==> src/rtl/gf180mcu_fd_sc_mcu7t5v0__clkdiv.sv <==
// ============================================================================
// Module  : gf180mcu_fd_sc_mcu7t5v0__clkdiv
// Purpose : Programmable glitch-free integer clock divider with registered
//           output; ratio and run changes land only on period boundaries.
// Revision: 1.0 - initial release
// ============================================================================
`default_nettype none

module gf180mcu_fd_sc_mcu7t5v0__clkdiv #(
    parameter int W       = 4,
    parameter int DIV_RST = 2
) (
    input  logic         CLK,
    input  logic         RN,
    input  logic         EN,
    input  logic         LD,
    input  logic [W-1:0] DIV,
    output logic         Z,
    output logic         ACT,
    output logic         PEND
);

    localparam logic [W-1:0] NA_RST = W'(DIV_RST);

    typedef enum logic [1:0] {
        IDLE     = 2'd0,
        RUN      = 2'd1,
        STOPPING = 2'd2
    } state_t;

    state_t       state;
    state_t       state_next;
    logic [W-1:0] cnt;
    logic [W-1:0] cnt_next;
    logic [W-1:0] na;
    logic [W-1:0] na_next;
    logic [W-1:0] pend_val;
    logic [W-1:0] pend_val_next;
    logic [W-1:0] div_clamped;
    logic [W-1:0] high_cycles;
    logic         pend_next;
    logic         z_next;
    logic         act_next;
    logic         wrap;
    logic         apply;

    always_comb begin
        state_next    = state;
        cnt_next      = cnt;
        na_next       = na;
        apply         = 1'b0;
        div_clamped   = (DIV < W'(2)) ? W'(2) : DIV;
        wrap          = (cnt == (na - W'(1)));

        case (state)
            IDLE: begin
                cnt_next = '0;
                if (EN) begin
                    state_next = RUN;
                    apply      = PEND;
                end
            end
            RUN, STOPPING: begin
                if (wrap) begin
                    cnt_next   = '0;
                    apply      = PEND;
                    state_next = EN ? RUN : IDLE;
                end else begin
                    cnt_next   = cnt + W'(1);
                    state_next = EN ? RUN : STOPPING;
                end
            end
            default: begin
                state_next = IDLE;
                cnt_next   = '0;
            end
        endcase

        // A pending ratio only ever lands at a period start, so widths never mix.
        if (apply) begin
            na_next = pend_val;
        end

        high_cycles   = na_next >> 1;
        act_next      = (state_next != IDLE);
        z_next        = act_next && (cnt_next < high_cycles);
        pend_next     = LD | (PEND & ~apply);
        pend_val_next = LD ? div_clamped : pend_val;
    end

    always_ff @(posedge CLK or negedge RN) begin
        if (!RN) begin
            state    <= IDLE;
            cnt      <= '0;
            na       <= NA_RST;
            pend_val <= NA_RST;
            Z        <= 1'b0;
            ACT      <= 1'b0;
            PEND     <= 1'b0;
        end else begin
            state    <= state_next;
            cnt      <= cnt_next;
            na       <= na_next;
            pend_val <= pend_val_next;
            Z        <= z_next;
            ACT      <= act_next;
            PEND     <= pend_next;
        end
    end

endmodule

`default_nettype wire

==> config.mk <==
export PLATFORM = sky130hd
export DESIGN_NAME = gf180mcu_fd_sc_mcu7t5v0__clkdiv
export DESIGN_NICKNAME = d
export VERILOG_FILES = /design/src/rtl/gf180mcu_fd_sc_mcu7t5v0__clkdiv.sv
export SDC_FILE = /design/constraint.sdc
export NUM_CORES = 1
export LEC_CHECK = 0
export BUFFER_PORTS_ARGS = -buffer_cell sky130_fd_sc_hd__buf_2
export CORE_ASPECT_RATIO = 0.9
export CORE_MARGIN = 1.5
export CORE_UTILIZATION = 40
export DETAILED_ROUTE_END_ITERATION = 10
export RECOVER_POWER = 25
export SYNTH_ARGS = -nofsm -noshare
export SYNTH_HDL_FRONTEND = slang
export SYNTH_SLANG_ARGS = --single-unit
export TNS_END_PERCENT = 100
==> constraint.sdc <==
create_clock -name CLK -period 5.25 [get_ports CLK]
set_input_delay 1.05 -clock CLK [delete_from_list [all_inputs] [get_ports CLK]]
set_output_delay 1.05 -clock CLK [all_outputs]
set_load 0.05 [all_outputs]
==> results.yml, run 1 <==
outcome:
  status: "finished, final reports clean"
floorplanning:
  die_h_um: 49.14
  ioPinCount: 11
  rows: 16
  initial_core_util: 0.4295
  die_area_mm2: 0.002666
  core-area_mm2: 0.002202
  die_w_um: 54.26
critical_path:
  path_max_fanout: 9
  ff2ff_path_depth: 11
  cp.arrival_ns: 3.40
  startpoint_type: "register"
  crit_required_ns: 5.44
  crit_type: "reg -> reg"
  cp-end-kind: "register"
timing:
  hold_viol: 0
  max-slew-margin-rel: 0.4010
  slew_violations: 0
  finalSetupViolCount: 0
  finalCritPeriodShare: 0.6110
  fmax_mhz: 311.7
  rsz0062_at_grt: "false"
  tns_ns: 0
  finalCriticalPeriod_ns: 3.208
  finClkSkew_ns: 0.004266
  tightest_slew_ns: 0.8986
  whs_ns: 0.5180
power_and_ir_drop:
  ir_drop_v: 0.0003039
  power_density_mw_per_mm2: 699.9
  p_leak_nw: 0.4666
  total_power_w: 0.0007303
logic_synthesis:
  synth-seq-area-share: 0.4524
  syn_area_um2: 945.9
  yosys_warnings: 0
  synthesis.nets: 100
  postSynthCellCount: 86
  synth_seq_cells: 17
  ys_types: 32
  syn_avg_cell_area_um2: 11.00
placement:
  placed_area_mm2: 0.001018
  dp_hpwl_mm: 1.323
  gp_congestion: 0.7925
  io_buffers: 10
finish:
  drive_above_1_share: 0.2222
  nFillCells: 221
  stdcell_area_mm2: 0.001044
  syn2layout_area_growth_pct: 10.32
  nets: 114
  antenna_cells: 0
cts:
  cts_hold_buffers: 0
  clockRootBuffer: "clkbuf_4"
  cts_buffers: 3
  cts.sinks: 17
  htreeDepth: 1
  cts_tree: "done"
  clk_pin_slew_worst_paths_ns: 0.09
  clock_path_buffers: 2
  clock_latency_ns: 0.29
  ctsResizeCount: 0
  post_cts_buffers: 0
global_routing:
  grt_max_degree: 18
  grt.total_usage: 0.1553
  antenna_found_initial: 0
  grt_pass1_wl_mm: 3.022
  grt_pass1_vias: 658
  grt_overflow: 0
detailed_routing:
  first_pass_iters: 2
  wirelength_mm: 1.694
  vias: 673
  via_per_inst: 5.341
  post_drt_wl_per_cell_um: 13.44
  drt_iter0_drc: 6
  drc: 0
  ant_nets: 0
min_path:
  hold_depth: 2
  min_path_type: "reg -> reg"
job:
  cap_violations: 0
[cell type report]
class                   count  area, um^2  area share
clock buffers               4       26.28     0.02518
multi-input cells          62       484.2      0.4640
repair buffers             10       48.80     0.04676
inverters                   6       22.52     0.02158
flip-flops and latches     17       427.9      0.4101
well taps                  27       33.78     0.03237
[layout by cell type, fill, tap and decap left out, types with 2 or more instances in the layout]
cell,instances
mux2i_1,2
xnor2_1,4
ha_1,6
mux2_4,2
o21ai_0,5
xor2_1,3
clkbuf_1,2
buf_2,9
nor2_1,9
nand3_1,3
nand2_1,4
inv_1,6
a21oi_1,3
o311ai_0,2
mux2_2,2
dfstp_2,2
a211oi_1,2
dfrtp_1,15
clkbuf_4,3
[path summary, 6_finish.rpt]
path,from,to,slack [ns]
max reg2reg,na[1],Z,2.04
max,na[1],Z,2.04
min reg2reg,pend_val[1],pend_val[1],0.52
min in group asynchronous,RN,na[0],0.86
max in group asynchronous,RN,state[0],3.85
min,pend_val[1],pend_val[1],0.52
[registers in the layout (all words and copies together), names as in the netlist]
register / count
state: 2
PEND: 1
pend_val: 4
ACT: 1
Z: 1
cnt: 4
na: 4
[Yosys cell counts, drive strengths merged]
cell type / instances / area [um^2]
a211oi: 2 / 15.01
a21o: 2 / 16.27
a21oi: 3 / 15.01
a311oi: 1 / 8.760
and2: 1 / 6.260
and3: 1 / 6.260
buf: 1 / 11.26
dfrtp: 15 / 375.4
dfstp: 2 / 52.55
ha: 6 / 75.07
inv: 6 / 22.52
mux2: 4 / 52.55
mux2i: 2 / 20.02
nand2: 4 / 15.01
nand3: 3 / 15.01
nor2: 9 / 33.78
nor3: 2 / 15.01
nor3b: 1 / 7.510
o21ai: 5 / 25.02
o21bai: 1 / 7.510
o311ai: 2 / 17.52
o31a: 1 / 8.760
o31ai: 2 / 28.78
o41a: 1 / 11.26
or2: 1 / 6.260
xnor2: 5 / 51.30
xor2: 3 / 26.28
[cells by family after synthesis]
kind of cell | count (synthesis) | synth area share
and+or+nand+nor | 22 | 0.1111
xor gates and xnor gates | 8 | 0.08202
DFF | 17 | 0.4524
AOI/OAI and AO/OA | 20 | 0.1627
buffers and inverters | 7 | 0.03571
adders and majority gates | 6 | 0.07936
muxes | 6 | 0.07672
[critical path, cell delays in order (launching register included)]
cell,delay [ns]
dfstp_2,0.56
inv_1,0.08
ha_1,0.19
xnor2_1,0.25
xnor2_2,0.17
o31ai_4,0.40
and2_1,0.37
mux2i_1,0.25
ha_1,0.26
a211oi_1,0.25
o31ai_1,0.11
a311oi_1,0.21
[per-stage QoR]
| stage | setup WS [ns] | instances | util |
|---|---|---|---|
| floorplan | 2.446 | 86 | - |
| global placement | 2.080 | 122 | 0.4625 |
| detailed placement | 1.953 | 122 | 0.4625 |
| CTS | 2.057 | 126 | 0.4744 |
| global route | 1.819 | 126 | 0.4739 |
| finish | 2.042 | 126 | 0.4739 |
[power breakdown]
| part | switching, W | internal, W | total (W) |
|---|---|---|---|
| sequential | 0.0000420 | 0.000182 | 0.000224 |
| clock | 0.0000382 | 0.0000296 | 0.0000678 |
| combinational | 0.000261 | 0.000178 | 0.000439 |
| total | 0.000341 | 0.000389 | 0.000730 |
[routing by layer]
metal | share of wire | track usage | vias up
met5 | 0 | 0 | -
met4 | 0.011 | 0.03750 | 0
met3 | 0.048 | 0.06442 | 2
met2 | 0.44 | 0.2169 | 15
met1 | 0.50 | 0.2222 | 322
li1 | - | - | 334
Power figures use the tool's default switching activity.
==> inputs of run 2 (changes only) <==
Clock period 5.25 ns to 2.9 ns, I/O delays scaled along.
==> results.yml, run 2 (synthesis gave the netlist of run 1 again) <==
outcome:
  status: "finished, final reports clean"
detailed_routing:
  drt_iter0_drc: 6
  via_per_inst: 5.030
  wirelength_mm: 1.759
  first_pass_iters: 2
  vias: 664
  ant_nets: 0
  drc: 0
  post_drt_wl_per_cell_um: 13.33
finish:
  stdcell_area_mm2: 0.001111
  biggestRegsByFlops: "cnt: 4 flops, na: 4 flops, pend_val: 4 flops"
  mostFrequentLayoutCell: "dfrtp_1"
  antenna_cells: 0
  fin_util: 0.5045
  nets: 120
  fin_cells: 132
  syn2layout_area_growth_pct: 17.46
  seqCellArea_um2: 427.9
  drive_above_1_share: 0.3333
  most-common-layout-cells: "15 x dfrtp_1, 9 x nor2_1, 9 x buf_2, 6 x buf_4"
  multi_input_area_um2: 505.5
  nFillCells: 200
power_and_ir_drop:
  p_clk_frac: 0.086
  comb_power_share: 0.643
  p_leak_nw: 0.5033
  p_seq_frac: 0.271
  ir_drop_v: 0.0005708
  power_density_mw_per_mm2: 1351
  swShare: 0.4431
  p_int_w: 0.0008362
  power.switching_w: 0.0006652
timing:
  slew_violations: 0
  finalCriticalPeriod_ns: 2.706
  fmax_mhz: 369.6
  tightest_slew_ns: 0.8902
  finClkSkew_ns: 0.008864
  finalCritPeriodShare: 0.9329
  tns_ns: 0
  hold_viol: 0
  finalSetupViolCount: 0
  max-slew-margin-rel: 0.4065
  rsz0062_at_grt: "false"
cts:
  cts_tree: "done"
  clock_latency_ns: 0.29
  clk_pin_slew_worst_paths_ns: 0.11
  cts.sinks: 17
  cts_buffers: 3
  clockRootBuffer: "clkbuf_4"
  htreeDepth: 1
  clock_path_buffers: 2
floorplanning:
  rows: 16
  core-area_mm2: 0.002202
  die_area_mm2: 0.002666
  initial_core_util: 0.4295
  die_w_um: 54.26
  ioPinCount: 11
  die_h_um: 49.14
placement:
  gp_congestion: 0.8029
  placed_area_mm2: 0.001049
  dp_hpwl_mm: 1.356
  post-place-cells: 126
  io_buffers: 10
job:
  cap_violations: 0
min_path:
  min_path_type: "in -> async"
critical_path:
  crit_type: "reg -> reg"
  startpoint_type: "register"
  cp.arrival_ns: 2.91
  crit_required_ns: 3.10
  cp-end-kind: "register"
  path_max_fanout: 4
global_routing:
  grt.total_usage: 0.1538
  grt_overflow: 0
  grt_max_degree: 18
  grt_pass1_wl_mm: 2.953
  grt_pass1_vias: 663
  antenna_found_initial: 0
run 2: final timing paths:
kind / to / slack (ns) / from / cells after the start
max in group asynchronous: na[2] / 1.98 / RN / 1
max: Z / 0.19 / na[1] / 11
min reg2reg: PEND / 0.51 / PEND / 1
max reg2reg: Z / 0.19 / na[1] / 11
min in group CLK: state[1] / 0.48 / EN / 2
min: Z / 0.37 / RN / 1
run 2: critical path, stage by stage (launching register included):
cell and delay (ns):
dfstp_2 0.57, inv_2 0.06, ha_2 0.32, xor2_1 0.14
nand2_1 0.12, o31ai_4 0.20, and2_4 0.19, mux2i_2 0.22
ha_1 0.28, a211oi_2 0.18, o31ai_1 0.09, a311oi_1 0.25
run 2: timing repair:
| action | CTS | global route |
|---|---|---|
| setup buffers | 0 | 2 |
| hold buffers | 0 | 0 |
| resized for setup | 0 | 6 |
| setup endpoints to repair | 0 | 1 |
run 2: power by group through the flow:
stage          Clock (W)  Combinational (W)  Sequential, W
3_5_place_dp           0           0.000860       0.000406
4_1_cts         0.000139           0.000865       0.000401
5_1_grt         0.000149            0.00106       0.000421
6_report        0.000129           0.000966       0.000406
2_1_floorplan          0           0.000607       0.000460
3_3_place_gp           0           0.000851       0.000407
run 2: stage by stage:
stage / power (W) / setup WS (ns) / hold WS [ns]
floorplan: 0.001067 / 0.1404 / 0.2844
global placement: 0.001258 / 0.1696 / 0.4846
detailed placement: 0.001267 / 0.1105 / 0.4831
CTS: 0.001405 / 0.08094 / 0.1884
global route: 0.001634 / 0.01890 / 0.4589
finish: 0.001501 / 0.1945 / 0.3715
run 2: area by class of cell:
class	count	area share
clock buffers	3	0.02027
inverters	6	0.02027
well taps	27	0.03041
multi-input cells	62	0.4550
repair buffers	16	0.08446
clock inverters	1	0.004504
flip-flops and latches	17	0.3851
run 2: layer usage:
metal / GRT usage / wire (um) / up-vias
met3: 0.03681 / 46 / 0
met2: 0.2289 / 819 / 9
met5: 0 / 0 / -
met1: 0.2174 / 893 / 314
met4: 0.05000 / 0 / 0
li1: - / - / 341
